**config.mk**
```make
export PLATFORM = sky130hd
export DESIGN_NAME = me_stage_unit_flat
export DESIGN_NICKNAME = d
export VERILOG_FILES = /design/src/rtl/me_stage_unit_pkg.sv /design/src/rtl/me_stage_unit_if.sv /design/src/rtl/me_stage_unit_load_align.sv /design/src/rtl/me_stage_unit.sv /design/src/flat_wrapper.sv
export SDC_FILE = /design/constraint.sdc
export NUM_CORES = 1
export LEC_CHECK = 0
export BUFFER_PORTS_ARGS = -buffer_cell sky130_fd_sc_hd__buf_2
export CAP_MARGIN = 0
export CORE_MARGIN = 4
export CORE_UTILIZATION = 50
export CTS_CLUSTER_DIAMETER = 40
export DETAILED_ROUTE_END_ITERATION = 6
export GPL_TIMING_DRIVEN = 0
export PLACE_DENSITY_LB_ADDON = 0.3
export SYNTH_ARGS = -nofsm -noshare
export SYNTH_HDL_FRONTEND = slang
export SYNTH_HIERARCHICAL = 1
export SYNTH_SLANG_ARGS = --single-unit
```
**constraint.sdc**
```tcl
create_clock -name clk -period 3.6 [get_ports clk]
set_input_delay 0.18 -clock clk [delete_from_list [all_inputs] [get_ports clk]]
set_output_delay 0.18 -clock clk [all_outputs]
set_load 0.01 [all_outputs]
```
**src/rtl/me_stage_unit_pkg.sv**
```systemverilog
// rtl/me_stage_unit_pkg.sv - shared encodings, bus widths and field offsets for the memory stage
package me_pkg;

    localparam int ME_BUS_IN_W  = 75;
    localparam int ME_BUS_OUT_W = 70;
    localparam int ME_FWD_W     = 38;

    localparam int IN_PC_LSB        = 43;
    localparam int IN_GR_WE         = 42;
    localparam int IN_DEST_LSB      = 37;
    localparam int IN_MEM_REQ       = 36;
    localparam int IN_RES_FROM_MEM  = 35;
    localparam int IN_LD_OP_LSB     = 32;

    localparam int OUT_PC_LSB       = 38;
    localparam int OUT_GR_WE        = 37;
    localparam int OUT_DEST_LSB     = 32;

    localparam int FWD_DEST_LSB     = 33;
    localparam int FWD_DATA_LSB     = 1;

    typedef enum logic [2:0] {
        LD_W  = 3'b000,
        LD_B  = 3'b001,
        LD_H  = 3'b010,
        LD_BU = 3'b101,
        LD_HU = 3'b110
    } ld_op_e;

    typedef enum logic [1:0] {
        ST_IDLE = 2'd0,
        ST_WAIT = 2'd1,
        ST_DONE = 2'd2
    } me_state_e;

    typedef struct packed {
        logic [31:0] pc;
        logic        gr_we;
        logic [4:0]  dest;
        logic        mem_req;
        logic        res_from_mem;
        logic [2:0]  ld_op;
        logic [31:0] alu_result;
    } ex_bus_t;

endpackage

```
**src/rtl/me_stage_unit_if.sv**
```systemverilog
// rtl/me_stage_unit_if.sv - EX/WB/data-SRAM/forwarding signal bundle of the memory stage
interface me_stage_unit_if;
    import me_pkg::*;

    logic                    EX_to_ME_Valid;
    logic [ME_BUS_IN_W-1:0]  EX_to_ME_Bus;
    logic                    ME_Allow_in;
    logic                    WB_Allow_in;
    logic                    ME_to_WB_Valid;
    logic [ME_BUS_OUT_W-1:0] ME_to_WB_Bus;
    logic [31:0]             data_sram_rdata;
    logic                    data_sram_data_ok;
    logic [ME_FWD_W-1:0]     ME_Forward;
    logic [31:0]             perf_mem_wait_cnt;

    modport master (
        output EX_to_ME_Valid, EX_to_ME_Bus, WB_Allow_in, data_sram_rdata, data_sram_data_ok,
        input  ME_Allow_in, ME_to_WB_Valid, ME_to_WB_Bus, ME_Forward, perf_mem_wait_cnt
    );

    modport slave (
        input  EX_to_ME_Valid, EX_to_ME_Bus, WB_Allow_in, data_sram_rdata, data_sram_data_ok,
        output ME_Allow_in, ME_to_WB_Valid, ME_to_WB_Bus, ME_Forward, perf_mem_wait_cnt
    );
endinterface

```
**src/rtl/me_stage_unit_load_align.sv**
```systemverilog
// rtl/me_stage_unit_load_align.sv - selects and extends the loaded byte/half/word by address low bits
module me_load_align
    import me_pkg::*;
(
    input  logic [31:0] raw_i,
    input  logic [1:0]  addr_i,
    input  logic [2:0]  ld_op_i,
    output logic [31:0] result_o
);

    logic [7:0]  byte_sel;
    logic [15:0] half_sel;

    always_comb begin
        case (addr_i)
            2'd0:    byte_sel = raw_i[7:0];
            2'd1:    byte_sel = raw_i[15:8];
            2'd2:    byte_sel = raw_i[23:16];
            default: byte_sel = raw_i[31:24];
        endcase
        half_sel = addr_i[1] ? raw_i[31:16] : raw_i[15:0];

        case (ld_op_i)
            LD_W:    result_o = raw_i;
            LD_B:    result_o = {{24{byte_sel[7]}}, byte_sel};
            LD_H:    result_o = {{16{half_sel[15]}}, half_sel};
            LD_BU:   result_o = {24'd0, byte_sel};
            LD_HU:   result_o = {16'd0, half_sel};
            default: result_o = raw_i;
        endcase
    end

endmodule

```
**src/rtl/me_stage_unit.sv**
```systemverilog
// rtl/me_stage_unit.sv - memory-access pipeline stage; optional wait-cycle counter under ME_PERF_CNT_EN
module me_stage_unit
    import me_pkg::*;
#(
    parameter int BUS_IN_W  = ME_BUS_IN_W,
    parameter int BUS_OUT_W = ME_BUS_OUT_W
) (
    input  logic           clk,
    input  logic           reset,
    me_stage_unit_if.slave me_if
);

    logic                 valid_q, valid_d;
    logic [BUS_IN_W-1:0]  bus_q, bus_d;
    me_state_e            state_q, state_d;
    logic [31:0]          rdata_buf_q, rdata_buf_d;

    ex_bus_t              cur;
    logic                 ready_go;
    logic                 allow_in;
    logic                 accept;
    logic                 accept_mem;
    logic                 data_ok;
    logic                 wb_allow;
    logic [31:0]          raw_data;
    logic [31:0]          load_data;
    logic [31:0]          final_result;
    logic                 load_pending;
    logic [4:0]           fwd_dest;
    logic [BUS_OUT_W-1:0] out_bus;

    assign cur      = ex_bus_t'(bus_q);
    assign data_ok  = me_if.data_sram_data_ok;
    assign wb_allow = me_if.WB_Allow_in;

    // A response buffered in DONE must win over whatever the SRAM drives now.
    assign raw_data = (state_q == ST_DONE) ? rdata_buf_q : me_if.data_sram_rdata;

    me_load_align u_load_align (
        .raw_i    (raw_data),
        .addr_i   (cur.alu_result[1:0]),
        .ld_op_i  (cur.ld_op),
        .result_o (load_data)
    );

    always_ff @(posedge clk) begin
        if (reset) begin
            valid_q     <= 1'b0;
            bus_q       <= '0;
            state_q     <= ST_IDLE;
            rdata_buf_q <= '0;
        end else begin
            valid_q     <= valid_d;
            bus_q       <= bus_d;
            state_q     <= state_d;
            rdata_buf_q <= rdata_buf_d;
        end
    end

    always_comb begin
        valid_d     = allow_in ? me_if.EX_to_ME_Valid : valid_q;
        bus_d       = accept ? me_if.EX_to_ME_Bus : bus_q;
        rdata_buf_d = rdata_buf_q;
        state_d     = state_q;
        case (state_q)
            ST_IDLE: begin
                if (accept_mem) state_d = ST_WAIT;
            end
            ST_WAIT: begin
                if (data_ok) begin
                    if (wb_allow) begin
                        state_d = accept_mem ? ST_WAIT : ST_IDLE;
                    end else begin
                        rdata_buf_d = me_if.data_sram_rdata;
                        state_d     = ST_DONE;
                    end
                end
            end
            ST_DONE: begin
                if (wb_allow) state_d = accept_mem ? ST_WAIT : ST_IDLE;
            end
            default: state_d = ST_IDLE;
        endcase
    end

    always_comb begin
        ready_go     = !valid_q || !cur.mem_req || (state_q == ST_DONE) ||
                       ((state_q == ST_WAIT) && data_ok);
        allow_in     = !valid_q || (ready_go && wb_allow);
        accept       = me_if.EX_to_ME_Valid && allow_in;
        accept_mem   = accept && me_if.EX_to_ME_Bus[IN_MEM_REQ];
        final_result = cur.res_from_mem ? load_data : cur.alu_result;
        load_pending = valid_q && cur.res_from_mem && !ready_go;
        fwd_dest     = cur.dest & {5{valid_q && cur.gr_we}};
        out_bus      = {cur.pc, cur.gr_we, cur.dest, final_result};
    end

    assign me_if.ME_Allow_in    = allow_in;
    assign me_if.ME_to_WB_Valid = valid_q && ready_go;
    assign me_if.ME_to_WB_Bus   = out_bus;
    assign me_if.ME_Forward     = {fwd_dest, final_result, load_pending};

`ifdef ME_PERF_CNT_EN
    logic [31:0] perf_cnt_q, perf_cnt_d;

    always_comb begin
        perf_cnt_d = perf_cnt_q;
        if (valid_q && (state_q == ST_WAIT) && !data_ok) perf_cnt_d = perf_cnt_q + 32'd1;
    end

    always_ff @(posedge clk) begin
        if (reset) perf_cnt_q <= '0;
        else       perf_cnt_q <= perf_cnt_d;
    end

    assign me_if.perf_mem_wait_cnt = perf_cnt_q;
`else
    assign me_if.perf_mem_wait_cnt = '0;
`endif

endmodule

```
**src/flat_wrapper.sv**
```systemverilog
// flat-port wrapper written by rule: the top's interface ports become plain ports
module me_stage_unit_flat import me_pkg::*;
#(
    parameter int BUS_IN_W  = ME_BUS_IN_W,
    parameter int BUS_OUT_W = ME_BUS_OUT_W
)
  (clk, reset, me_if_EX_to_ME_Valid, me_if_EX_to_ME_Bus, me_if_WB_Allow_in, me_if_data_sram_rdata, me_if_data_sram_data_ok, me_if_ME_Allow_in, me_if_ME_to_WB_Valid, me_if_ME_to_WB_Bus, me_if_ME_Forward, me_if_perf_mem_wait_cnt);
  me_stage_unit_if me_if_i ();
  input  logic clk;
  input  logic reset;
  input wire logic [$bits(me_if_i.EX_to_ME_Valid)-1:0] me_if_EX_to_ME_Valid;
  input wire logic [$bits(me_if_i.EX_to_ME_Bus)-1:0] me_if_EX_to_ME_Bus;
  input wire logic [$bits(me_if_i.WB_Allow_in)-1:0] me_if_WB_Allow_in;
  input wire logic [$bits(me_if_i.data_sram_rdata)-1:0] me_if_data_sram_rdata;
  input wire logic [$bits(me_if_i.data_sram_data_ok)-1:0] me_if_data_sram_data_ok;
  output wire logic [$bits(me_if_i.ME_Allow_in)-1:0] me_if_ME_Allow_in;
  output wire logic [$bits(me_if_i.ME_to_WB_Valid)-1:0] me_if_ME_to_WB_Valid;
  output wire logic [$bits(me_if_i.ME_to_WB_Bus)-1:0] me_if_ME_to_WB_Bus;
  output wire logic [$bits(me_if_i.ME_Forward)-1:0] me_if_ME_Forward;
  output wire logic [$bits(me_if_i.perf_mem_wait_cnt)-1:0] me_if_perf_mem_wait_cnt;
  assign me_if_i.EX_to_ME_Valid = me_if_EX_to_ME_Valid;
  assign me_if_i.EX_to_ME_Bus = me_if_EX_to_ME_Bus;
  assign me_if_i.WB_Allow_in = me_if_WB_Allow_in;
  assign me_if_i.data_sram_rdata = me_if_data_sram_rdata;
  assign me_if_i.data_sram_data_ok = me_if_data_sram_data_ok;
  assign me_if_ME_Allow_in = me_if_i.ME_Allow_in;
  assign me_if_ME_to_WB_Valid = me_if_i.ME_to_WB_Valid;
  assign me_if_ME_to_WB_Bus = me_if_i.ME_to_WB_Bus;
  assign me_if_ME_Forward = me_if_i.ME_Forward;
  assign me_if_perf_mem_wait_cnt = me_if_i.perf_mem_wait_cnt;
  me_stage_unit #(.BUS_IN_W(BUS_IN_W), .BUS_OUT_W(BUS_OUT_W)) u_core (.clk(clk), .reset(reset), .me_if(me_if_i));
endmodule
```
==> summary.md <==
| Metric | Value |
|---|---|
| Busiest grt layer | met2 |
| Top delay family on crit path | buffers and inverters |
| Pre-CTS setup slack | 290 ps |
| Cell-internal power | 2.21 mW |
| Status | finished clean |
| GRT Total Usage | 23.5% |
| WP data arrival | 3280 ps |
| Worst Skew | 12.1 ps |
| Top cell type's share of synthesized area | 32.1% |
| IO buf count | 220 |
| EDFF count, synth | 0 |
| Grt total ovfl | 0 |
| Layout Utilization | 64.7% |
| First-pass GRT wire length | 30.4 mm |
| Syn Inst Count | 817 |
| Most frequent cells after synthesis | 239 x nand2_1, 110 x dfxtp_1, 107 x buf_4, 76 x mux2i_1, 71 x mux2_2 |
| Worst setup endpoint | me_if_ME_to_WB_Bus[18] |
| R2r setup slk | 1710 ps |
| Critical-path top delay cell | dfxtp_1 |
| Combinational group share of total power | 27.5% |
| Most numerous cell on the critical path | buf_4 |
| Dpl cell area | 8300 sq um |
| CTS tree | done |
| Synth area leader | dfxtp_1 |
| Cell Area, Synth | 6870 sq um |
| CP Data Required Time | 3420 ps |
| Final slew viol count | 0 |
| Fmax | 0.289 GHz |
| Worst R2R Path Depth | 5 |
| Crit Reg-Reg Startpoint | u_core/state_q[1]$_SDFFE_PP0P_ |
| Setup CP Type | flop to primary output |
| Die area | 15700 sq um |
| Multi-input gate area | 3710 sq um |
| Reg clk slew, reported paths | 90 ps |
| DIE WIDTH | 125 microns |
| WL final | 19.0 mm |
| Post-detail-place hpwl | 14.8 mm |
| Largest stage delay on the critical path | 430 ps |
| PD cells | 371 nW/um^2 |
| Largest net degree at the start of global routing | 22 |
| Top_reg_cell synth | dfxtp_1 |
| Hold Vio Cnt, Final | 0 |
| Wire length per cell | 15.1 microns |
| Hold Worst Slack | 51.5 ps |
| ANT cells | 0 |
| Clk root buf | clkbuf_16 |
| Register area share after synthesis | 32.1% |
| Slew @ Worst Pin | 708 ps |
| Setup crit end kind | primary output |
| Leak | 4.25 nW |
| RSZ-0062 raised after global routing | false |
| Vias per cell | 5.00 |
| Minimum clock period | 3460 ps |
| Netlist cell types | 45 |
| CTS sink count | 110 |
| Max Cap Viol | 0 |
| Synth area leaders | dfxtp_1 32%, nand2_1 13%, buf_4 12%, mux2_2 12%, mux2i_1 11% |
| Gpl congestion | 0.900 |
| Clk network pwr share | 31.2% |
| Routed vias | 6297 |
| Slew headroom | 52.8% |
| Sw frac | 31.1% |
| Asr flop ratio synth | 0% |
| Area grow syn2layout | 25.7% |
| Peak supply drop | 0.224 mV |
| Cell Rows | 42 |
| Psw | 0.994 mW |
| Vias in the first global route | 6004 |
| I/O pin count | 254 |
| Sequential share of power | 41.3% |
| Clk Latency, worst-skew pair | 360 ps |
| Met3 Use GR | 3.33% |
| Post-CTS setup buffers | 0 |
| Die Ht | 125 microns |
| Worst setup margin | 143 ps |
| CP bufs+invs | 5 |
| CP max FO | 10 |
| Num CTS Buffers | 9 |
| Initial antenna violation count | 0 |
| Crit-path cells | nand2b_1, buf_2, buf_4, mux2_2, nor2b_1, nand4bb_2, buf_4, a32oi_2, mux2_2, buf_4, buf_2 |
| Drc violations | 0 |
| Final Instance Area | 8630 sq um |
| Most common cell in the netlist | nand2_1 |
| Final ANT Viol Nets | 0 |
| Final period util | 96.0% |
| # fillers | 1218 |
| Nets | 1190 |
| Bufs on Longest Clock Path | 2 |
| #FFs+latches synth | 110 |
| Critical path origin | u_core/state_q[0]$_SDFFE_PP0P_ |
| Share of cells above drive strength 1 | 41.2% |
| Worst min path class | input pin to flop |
| Syn_area_per_cell | 8.40 sq um |
| Setup violators final | 0 |
| H-tree Lvls | 3 |
| Core area | 13300 sq um |
| Setup TNS Final | 0 ps |
| Met2 GRT Util | 37.9% |
| Warnings from Yosys | 6 |
| Global Route met1 Usage | 32.9% |
| Register area | 2200 sq um |
| CP Launch Type | flop |
| DRT iter0 DRCs | 386 |
| TritonRoute pass-1 iters | 5 |
| Cell count along the critical path | 11 |
| Starting density of the core | 51.4% |
| Reg-to-reg critical path endpoint | u_core/bus_q[15]$_SDFFE_PP0N_ |
==> worst min-delay path: stages <==
cell and delay (ps):
buf_2 100, nand2_1 40, mux2i_1 50
==> cells in the final DEF (no fill, tap or decap), types with 3 or more instances in the layout <==
cell type  synthesis  final
and3b_1            7      7
nand2_1          239    239
a32oi_1            6      6
inv_1              3      3
mux2_2            71     71
nor2b_1            4      4
buf_4            107    111
dfxtp_1          110    110
nor2_1             4      4
buf_2              9    223
clkbuf_1          42     41
o211ai_1           7      7
mux2i_1           76     75
a32oi_2           10     10
and2_1             9      9
clkbuf_16          0      9
and3_1             5      5
a21oi_1           50     50
conb_1             1     32
a2bb2oi_1          6      6
o21ai_0            7      7
buf_6              6      6
o22ai_1            9      9
==> layout make-up <==
cell class	count	share of cell area, %
clock inverter	7	0.841
inverter	4	0.174
buffer	163	12.6
tap	176	2.55
multi-input combinational	570	43.0
clock buffer	9	2.61
sequential	110	25.5
timing repair buffer	220	12.8
==> logic make-up after synthesis <==
family,count (synthesis),share of synthesized area [%]
compound gates,109,11.8
xor+xnor,2,0.255
buf+inv,168,15.9
flops,110,32.1
mux,147,22.7
other cells,1,0.0546
simple gates,280,17.2
==> through the flow <==
stage,instances,power [mW]
after CTS,1260,3.22
after floorplan,848,1.94
after global routing,1259,3.36
after global placement,1244,2.21
after detailed placement,1244,2.22
final,1259,3.20
==> power groups by stage <==
stage / Combinational, mW / Sequential (mW) / Clock, mW
2_1_floorplan: 0.597 / 1.34 / 0
3_3_place_gp: 0.859 / 1.35 / 0
3_5_place_dp: 0.869 / 1.35 / 0
4_1_cts: 0.875 / 1.32 / 1.02
5_1_grt: 0.959 / 1.33 / 1.07
6_report: 0.880 / 1.32 / 0.998
==> flip-flops by register name, summed over array words and instances (netlist names) <==
name and count:
u_core/bus_q 75, u_core/rdata_buf_q 32, u_core/state_q 2, u_core/valid_q 1
==> repair_timing <==
item                       CTS  global route
hold buffers                 0             0
cloned                       0             0
setup endpoints to repair   15            21
resized for setup            3             8
==> how the worst min path moves through the flow <==
stage	start	cells past startpoint	endpoint	slack, ps
after floorplan	me_if_WB_Allow_in	1	u_core/state_q[1]$_SDFFE_PP0P_	260
after global placement	me_if_EX_to_ME_Bus[20]	3	u_core/bus_q[20]$_SDFFE_PP0N_	430
after detailed placement	me_if_EX_to_ME_Bus[47]	3	u_core/bus_q[47]$_SDFFE_PP0N_	430
after CTS	me_if_EX_to_ME_Bus[47]	3	u_core/bus_q[47]$_SDFFE_PP0N_	40
after global routing	me_if_EX_to_ME_Bus[56]	3	u_core/bus_q[56]$_SDFFE_PP0N_	50
final	me_if_EX_to_ME_Bus[52]	3	u_core/bus_q[52]$_SDFFE_PP0N_	50
==> metal layers <==
layer	part of all wire (%)	vias up	wire length, microns
li1	-	3166	-
met1	44	2851	8330
met2	47	257	8980
met3	7.0	23	1340
met4	1.7	0	332
met5	0	-	0
Power figures use the tool's default switching activity.
